<file path="src/rtl/clint_arbiter.sv">
// clint_arbiter: two-requester arbiter in front of the CLINT timer registers.
// Each transaction is a fixed three-cycle sequence: IDLE (arbitrate and latch),
// ACCESS (grant pulse, drive the timer port, capture read data), and RESP
// (response pulse to the winner).
//
// Optional feature macro: CLINT_ARB_RR_EN
//   defined   -> round-robin tie-break (the requester not granted last wins)
//   undefined -> fixed priority (m0 wins ties), no pointer register
//
// Timer register addresses come from `ADDR_MTIME / `ADDR_MTIMECMP. Standard
// CLINT offsets are provided here when the including build has not set them.
//
// Handshake: a requester holds mk_req and its payload stable until it sees
// mk_gnt. Dropping mk_req before the grant withdraws the request and no
// response is produced. mk_gnt and mk_rvalid are single-cycle pulses.
// mk_rdata and mk_rerr are meaningful only while mk_rvalid=1 and read 0
// otherwise.

`ifndef ADDR_MTIMECMP
`define ADDR_MTIMECMP 64'h0000_0000_0200_4000
`endif
`ifndef ADDR_MTIME
`define ADDR_MTIME 64'h0000_0000_0200_BFF8
`endif

module clint_arbiter #(
    parameter int ADDR_W = 64
) (
    input  logic              clk,
    input  logic              rst_n,

    input  logic              m0_req,
    input  logic              m0_we,
    input  logic [ADDR_W-1:0] m0_addr,
    input  logic [63:0]       m0_wdata,
    output logic              m0_gnt,
    output logic              m0_rvalid,
    output logic [63:0]       m0_rdata,
    output logic              m0_rerr,

    input  logic              m1_req,
    input  logic              m1_we,
    input  logic [ADDR_W-1:0] m1_addr,
    input  logic [63:0]       m1_wdata,
    output logic              m1_gnt,
    output logic              m1_rvalid,
    output logic [63:0]       m1_rdata,
    output logic              m1_rerr,

    output logic              tmr_cen_o,
    output logic              tmr_wen_o,
    output logic [ADDR_W-1:0] tmr_addr_o,
    output logic [63:0]       tmr_wdata_o,
    input  logic [63:0]       tmr_rdata_i,

    // Current FSM state (IDLE=0, ACCESS=1, RESP=2), for observation only.
    output logic [1:0]        fsm_state
);

    typedef enum logic [1:0] {
        IDLE   = 2'd0,
        ACCESS = 2'd1,
        RESP   = 2'd2
    } state_t;

    localparam logic [ADDR_W-1:0] MTIME_ADDR    = ADDR_W'(`ADDR_MTIME);
    localparam logic [ADDR_W-1:0] MTIMECMP_ADDR = ADDR_W'(`ADDR_MTIMECMP);

    state_t            state_q;
    state_t            state_d;

    // Latched transaction: winner index (0=m0, 1=m1) and its payload.
    logic              win_q;
    logic              we_q;
    logic [ADDR_W-1:0] addr_q;
    logic [63:0]       wdata_q;

    // Response captured during ACCESS, presented during RESP.
    logic [63:0]       resp_q;
    logic              rerr_q;

    logic              any_req;
    logic              win_d;
    logic              mapped;

    assign any_req   = m0_req | m1_req;
    assign mapped    = (addr_q == MTIME_ADDR) || (addr_q == MTIMECMP_ADDR);
    assign fsm_state = state_q;

`ifdef CLINT_ARB_RR_EN
    // Index of the requester that wins the next tie; reset prefers m0.
    logic pref_q;

    // Hand preference to the other requester after every grant.
    always_ff @(posedge clk) begin
        if (!rst_n) begin
            pref_q <= 1'b0;
        end else if (state_q == ACCESS) begin
            pref_q <= ~win_q;
        end
    end
`endif

    // Pick the winner among the current requesters.
    always_comb begin
        win_d = 1'b0;
        if (m0_req && m1_req) begin
`ifdef CLINT_ARB_RR_EN
            win_d = pref_q;
`else
            win_d = 1'b0;
`endif
        end else if (m1_req) begin
            win_d = 1'b1;
        end
    end

    // FSM state register.
    always_ff @(posedge clk) begin
        if (!rst_n) begin
            state_q <= IDLE;
        end else begin
            state_q <= state_d;
        end
    end

    // FSM next-state: a transaction always walks IDLE -> ACCESS -> RESP -> IDLE.
    always_comb begin
        state_d = state_q;
        unique case (state_q)
            IDLE:    if (any_req) state_d = ACCESS;
            ACCESS:  state_d = RESP;
            RESP:    state_d = IDLE;
            default: state_d = IDLE;
        endcase
    end

    // Latch the winner's payload in IDLE and capture the response in ACCESS.
    always_ff @(posedge clk) begin
        if (!rst_n) begin
            win_q   <= 1'b0;
            we_q    <= 1'b0;
            addr_q  <= '0;
            wdata_q <= '0;
            resp_q  <= '0;
            rerr_q  <= 1'b0;
        end else begin
            case (state_q)
                IDLE: begin
                    if (any_req) begin
                        win_q   <= win_d;
                        we_q    <= win_d ? m1_we    : m0_we;
                        addr_q  <= win_d ? m1_addr  : m0_addr;
                        wdata_q <= win_d ? m1_wdata : m0_wdata;
                    end
                end
                ACCESS: begin
                    // Writes and unmapped reads return zero data.
                    resp_q <= (mapped && !we_q) ? tmr_rdata_i : 64'd0;
                    rerr_q <= ~mapped;
                end
                default: ;
            endcase
        end
    end

    // Decode outputs from the state. Everything is held at zero while
    // rst_n is low so an aborted ACCESS never strobes the timer and an
    // aborted RESP never delivers a response.
    always_comb begin
        m0_gnt      = 1'b0;
        m1_gnt      = 1'b0;
        m0_rvalid   = 1'b0;
        m1_rvalid   = 1'b0;
        m0_rdata    = 64'd0;
        m1_rdata    = 64'd0;
        m0_rerr     = 1'b0;
        m1_rerr     = 1'b0;
        tmr_cen_o   = 1'b0;
        tmr_wen_o   = 1'b0;
        tmr_addr_o  = '0;
        tmr_wdata_o = 64'd0;
        if (rst_n) begin
            case (state_q)
                ACCESS: begin
                    m0_gnt      = ~win_q;
                    m1_gnt      = win_q;
                    tmr_cen_o   = mapped;
                    tmr_wen_o   = mapped & we_q;
                    tmr_addr_o  = addr_q;
                    tmr_wdata_o = wdata_q;
                end
                RESP: begin
                    if (win_q) begin
                        m1_rvalid = 1'b1;
                        m1_rdata  = resp_q;
                        m1_rerr   = rerr_q;
                    end else begin
                        m0_rvalid = 1'b1;
                        m0_rdata  = resp_q;
                        m0_rerr   = rerr_q;
                    end
                end
                default: ;
            endcase
        end
    end

endmodule

</file>
<file path="config.mk">
export PLATFORM = sky130hd
export DESIGN_NAME = clint_arbiter
export DESIGN_NICKNAME = d
export VERILOG_FILES = /design/src/rtl/clint_arbiter.sv
export SDC_FILE = /design/constraint.sdc
export NUM_CORES = 1
export LEC_CHECK = 0
export BUFFER_PORTS_ARGS = -buffer_cell sky130_fd_sc_hd__buf_2
export CORE_AREA = 2 2 228 230
export CTS_BUF_LIST = sky130_fd_sc_hd__clkbuf_8
export DETAILED_ROUTE_END_ITERATION = 10
export DIE_AREA = 0 0 230 232
export GPL_TIMING_DRIVEN = 0
export SYNTH_ARGS = -nofsm -noshare
export SYNTH_HDL_FRONTEND = slang
export SYNTH_SLANG_ARGS = --single-unit
</file>
<file path="constraint.sdc">
create_clock -name clk -period 4 [get_ports clk]
set_clock_uncertainty 0.1 [all_clocks]
set_input_delay 0.8 -clock clk [delete_from_list [all_inputs] [get_ports clk]]
set_output_delay 0.8 -clock clk [all_outputs]
set_load 0.05 [all_outputs]
</file>
==> qor.txt, run 1 <==
Vias per inst = 4.53
CP Depth = 5
Post-Layout Cell Count = 2,524
Grt ovf = 0
Setup TNS = 0 ns
Unrepaired setup endpoints after global routing = false
Die Ht = 232 um
Initial core utilization = 20.1%
Crit path from = fsm_state[1]
Routed Antenna Nets = 0
Status = finished, final reports clean
H-tree depth = 4
Clock Path Buffers = 2
Fmax = 0.261 GHz
Period utilization = 95.9%
Setup crit end kind = output port
Synth warn = 0
CP startpoint kind = flop
Mapped Cells = 1,220
Kind of critical path = reg2out
VDD IR-drop max = 0.206 mV
Drt drc = 0
Worst EP arrival = 2.94 ns
Vias = 11,400
CTS Buf Count = 17
Synth Register Bits = 197
Average wire per standard cell = 21.0 um
# Post-CTS Setup Buffers = 0
Total Power = 0.00479 W
Largest net degree at the start of global routing = 19
Initial DRC count = 486
Syn_area_per_cell = 8.37 sq um
Drt first pass iters = 6
Most frequent cells in the layout = 622 x buf_2, 197 x dfxtp_1, 135 x nor2_1
Post-synth cell types = 27
MaxCap Viol Count = 0
Worst reg2reg path endpoint = addr_q[35]
CTS tree = yes
CTS Hold Buffers Added = 0
Clk root buf = clkbuf_8
Critical Path Sink = m1_rdata[61]
Actual slew at the worst max-slew pin = 1.10 ns
First-pass GRT wire length = 74,900 um
Reg2Reg Depth = 4
RD Place Congestion = 0.937
Placed Area = 14,000 sq um
IO Pins = 592
Final wirelength = 53,000 um
CP peak stage delay = 0.62 ns
Top Family by Delay on Critical Path = buffers and inverters
Die width = 230 um
Port Buf Inserts = 590
Hold Crit Class = in2reg
# nets final = 2,154
Layout cells sized above 1 = 36.2%
Crit path time final = 3.84 ns
Leakage = 7.26 nW
PD cells = 331 nW/um^2
Post-DP HPWL = 44,400 um
Worst path slowest cell = clkbuf_1
Final setup vio count = 0
WP buf/inv = 3
Seq/Total Area, Yosys = 38.6%
Placed cells = 2,490
Slew Viols, Final = 0
P&R area growth vs syn = 41.5%
Netlist Area Pre-Place = 10,200 sq um
Max-slew headroom = 26.5%
HP Start = m0_req
Final hold viol count = 0
Design area = 14,400 sq um
Clk slew on worst S/H paths = 0.12 ns
Skew-Pair Late Insertion Delay = 0.59 ns
# rows = 83
CP cell instances = and4b_1, buf_1, clkbuf_1, and2_1, buf_2
Total Routing Usage GR = 19.5%
R2r setup slk = 1.28 ns
CTS sink cnt = 197
Initial antenna violation count = 9
Most common cell after layout, fill and taps aside = buf_2
Core area = 50,900 sq um
Full die area = 53,400 sq um
Crit Path Max Fanout = 10
R2r startpoint = fsm_state[0]
Vias in the first global route = 11,400
Syn Nets = 1,546
Critical path required time = 3.10 ns
flip-flops by register name (all words and copies together), names as in the netlist:
register   count
resp_q        64
we_q           1
rerr_q         1
fsm_state      2
wdata_q       64
win_q          1
addr_q        64
area by class of cell:
| cell class | instances | area, sq um |
|---|---|---|
| antenna | 3 | 7.51 |
| buffer | 126 | 561 |
| clock buffer | 19 | 262 |
| clock inverter | 13 | 159 |
| fill | 5590 | 36400 |
| inverter | 1 | 3.75 |
| multi-input combinational | 895 | 5710 |
| sequential | 197 | 3940 |
| tap | 680 | 851 |
| timing repair buffer | 590 | 2950 |
metal layers:
metal / vias up / GRT usage (%) / part of all wire (%)
li1: 5537 / - / -
met1: 5325 / 21.5 / 39
met2: 498 / 36.6 / 52
met3: 60 / 4.70 / 6.4
met4: 2 / 5.99 / 2.2
met5: - / 0 / 0.019
kinds of logic (layout without fill, tap and decap cells):
kind of cell    Yosys count  in the layout  synth area share [%]
compound gates          197            197                  14.5
buf+inv                 128            749                  5.54
flops                   197            197                  38.6
mux                     129            129                  12.6
other cells               0              3                     0
simple gates            569            569                  28.7
worst min path at each step:
stage / to / cells past startpoint
global route: win_q / 2
global placement: resp_q[16] / 2
finish: win_q / 2
floorplan: resp_q[0] / 2
CTS: win_q / 2
detailed placement: resp_q[53] / 2
timing repair:
item                       in CTS  in global routing
setup endpoints to repair      27                  2
resized for setup               1                  4
cloned                          0                  0
power breakdown:
part	internal (W)	leakage, nW	switching, W	total (W)
combinational	0.000386	5.43	0.000701	0.00109
sequential	0.00212	1.62	0.000127	0.00224
clock	0.000608	0.213	0.000849	0.00146
total	0.00311	7.26	0.00168	0.00479
cell usage after synthesis:
master | count | area share, %
clkbuf_1 | 79 | 2.9
o31ai_1 | 64 | 4.7
nor3_1 | 3 | 0.15
mux2i_1 | 129 | 13
buf_1 | 9 | 0.33
nor2b_1 | 3 | 0.18
and3_1 | 131 | 8.0
nor2_1 | 135 | 5.0
dfxtp_1 | 197 | 39
a211oi_1 | 130 | 9.6
nand4b_1 | 2 | 0.17
nand4_1 | 3 | 0.18
o211ai_1 | 1 | 0.074
nor4b_2 | 1 | 0.15
a21oi_1 | 1 | 0.049
buf_4 | 2 | 0.15
buf_6 | 5 | 0.55
nor2_2 | 1 | 0.061
buf_2 | 32 | 1.6
nor4_1 | 21 | 1.3
and4b_1 | 1 | 0.098
inv_2 | 1 | 0.037
nand2_1 | 130 | 4.8
o221a_2 | 1 | 0.11
and4_1 | 4 | 0.34
nor4b_1 | 3 | 0.26
and2_1 | 131 | 8.0
through the flow:
step	utilization, %	setup slack [ns]	hold WS [ns]
final	28.4	0.164	0.303
after global routing	28.4	0.00578	0.272
after CTS	28.4	0.0273	0.229
after detailed placement	27.5	-0.0192	0.354
after global placement	27.5	-0.0208	0.349
after floorplan	-	0.682	0.331
Note: power is estimated with default switching activity, not from simulation.
==> run 2: changes to the inputs <==
==> constraint.sdc (replaced) <==
create_clock -name clk -period 4 [get_ports clk]
set_clock_uncertainty 0.1 [all_clocks]
set_input_delay 0.8 -clock clk [delete_from_list [all_inputs] [get_ports clk]]
set_output_delay 0.8 -clock clk [all_outputs]
set_load 0.02 [all_outputs]
==> qor.txt, run 2 (synthesis results as in run 1) <==
Status = finished, final reports clean
Unrepaired setup endpoints after global routing = false
CTS Buf Count = 17 (unchanged)
RD Place Congestion = 0.937 (unchanged)
Hold Crit Class = in2reg
Period utilization = 95.7% (-0.22 points)
PD cells = 325 nW/um^2 (-1.8%)
Reg2Reg Depth = 4 (unchanged)
P&R area growth vs syn = 41.4% (about the same)
Post-Layout Cell Count = 2,523 (-0.040%)
Post-DP HPWL = 44,400 um (unchanged)
Drt first pass iters = 5 (-1)
Top Family by Delay on Critical Path = buffers and inverters
WP buf/inv = 5 (+2)
Filler cells = 5,589 (-0.018%)
Fmax = 0.261 GHz (+0.23%)
Core Util, Final = 28.4% (about the same)
CTS tree = yes
Critical path required time = 3.10 ns (about the same)
Initial antenna violation count = 9 (unchanged)
CTS resizes = 0 (-1)
Vias per inst = 4.52 (about the same)
VDD IR-drop max = 0.206 mV (+0.21%)
Skew-Pair Late Insertion Delay = 0.59 ns (about the same)
Drt drc = 0 (unchanged)
Most frequent CP cell = buf_2
Crit path time final = 3.83 ns (-0.00871 ns)
Core area = 50,900 sq um (unchanged)
Total Routing Usage GR = 19.5% (unchanged)
Initial core utilization = 20.1% (unchanged)
Actual slew at the worst max-slew pin = 1.10 ns (-0.00217 ns)
CP startpoint kind = primary input
Vias in the first global route = 11,400 (unchanged)
H-tree depth = 4 (unchanged)
Worst path slowest cell = nor4b_2
Total Power = 0.00470 W (-1.9%)
Most common cell after layout, fill and taps aside = buf_2
# nets final = 2,154 (unchanged)
Worst EP arrival = 2.93 ns (about the same)
CTS sink cnt = 197 (unchanged)
Setup crit end kind = output port
Placed cells = 2,490 (unchanged)
Grt ovf = 0 (unchanged)
Hold depth = 2 (unchanged)
Initial DRC count = 468 (-3.7%)
Layout cells sized above 1 = 36.1% (-0.11 points)
IO Pins = 592 (unchanged)
Clk root buf = clkbuf_8
Final wirelength = 53,000 um (about the same)
Crit Path Max Fanout = 10 (unchanged)
First-pass GRT wire length = 74,900 um (unchanged)
Average wire per standard cell = 21.0 um (about the same)
Clk slew on worst S/H paths = 0.12 ns (about the same)
# rows = 83 (unchanged)
Port Buf Inserts = 590 (unchanged)
# Post-CTS Setup Buffers = 0 (unchanged)
MaxCap Viol Count = 0 (unchanged)
Die Ht = 232 um (unchanged)
Setup TNS = 0 ns (unchanged)
Die width = 230 um (unchanged)
Design area = 14,400 sq um (about the same)
Leakage = 7.25 nW (-0.11%)
Placed Area = 14,000 sq um (unchanged)
CP Depth = 7 (+2)
CP peak stage delay = 0.58 ns (-0.04 ns)
Vias = 11,400 (-0.096%)
Max-slew headroom = 26.6% (+0.14 points)
Final setup vio count = 0 (unchanged)
CP cell instances = buf_2, inv_2, nor4b_2, buf_1, clkbuf_1, and2_1, buf_2
Kind of critical path = in2out
Slew Viols, Final = 0 (unchanged)
Clock Path Buffers = 2 (unchanged)
Routed Antenna Nets = 0 (unchanged)
Full die area = 53,400 sq um (unchanged)
CTS Hold Buffers Added = 0 (unchanged)
Final hold viol count = 0 (unchanged)
Most frequent cells in the layout = 622 x buf_2, 197 x dfxtp_1, 135 x nor2_1
Biggest regs = addr_q (64), resp_q (64), wdata_q (64)
Largest net degree at the start of global routing = 19 (unchanged)
run 2: metal layers:
metal  share of wire [%]  track usage, %  up-vias
met3                 6.3            4.70       62
met2                  52            36.6      493
met4                 2.3            5.99        2
li1                    -               -     5539
met1                  39            21.5     5315
met5               0.019               0        -
run 2: per-stage QoR:
step	setup WS (ns)	hold slack, ns
2_1_floorplan	1.09	0.331
3_3_place_gp	0.0782	0.349
3_5_place_dp	0.0801	0.354
4_1_cts	0.0795	0.229
5_1_grt	0.0118	0.272
6_report	0.173	0.305
run 2: area by class of cell:
type,instances,area (sq um),area share [%]
buffer,126,558,3.87
sequential,197,3940,27.3
tap,680,851,5.89
antenna,2,5.00,0.0347
multi-input combinational,895,5700,39.5
clock buffer,19,262,1.81
timing repair buffer,590,2950,20.5
inverter,1,3.75,0.0260
clock inverter,13,159,1.10
run 2: power breakdown:
| group | switching [W] | internal (W) | leakage (nW) | total [W] |
|---|---|---|---|---|
| logic | 0.000618 | 0.000385 | 5.42 | 0.00100 |
| registers | 0.000127 | 0.00212 | 1.62 | 0.00224 |
| clock network | 0.000843 | 0.000608 | 0.213 | 0.00145 |
run 2: path summary, 6_finish.rpt:
| path | end | slack [ns] | startpoint |
|---|---|---|---|
| setup / recovery | m0_rdata[15] | 0.17 | rst_n |
| hold / removal | win_q | 0.30 | m0_req |
| setup reg to reg | addr_q[37] | 1.28 | fsm_state[1] |
| hold reg to reg | resp_q[34] | 0.37 | resp_q[34] |
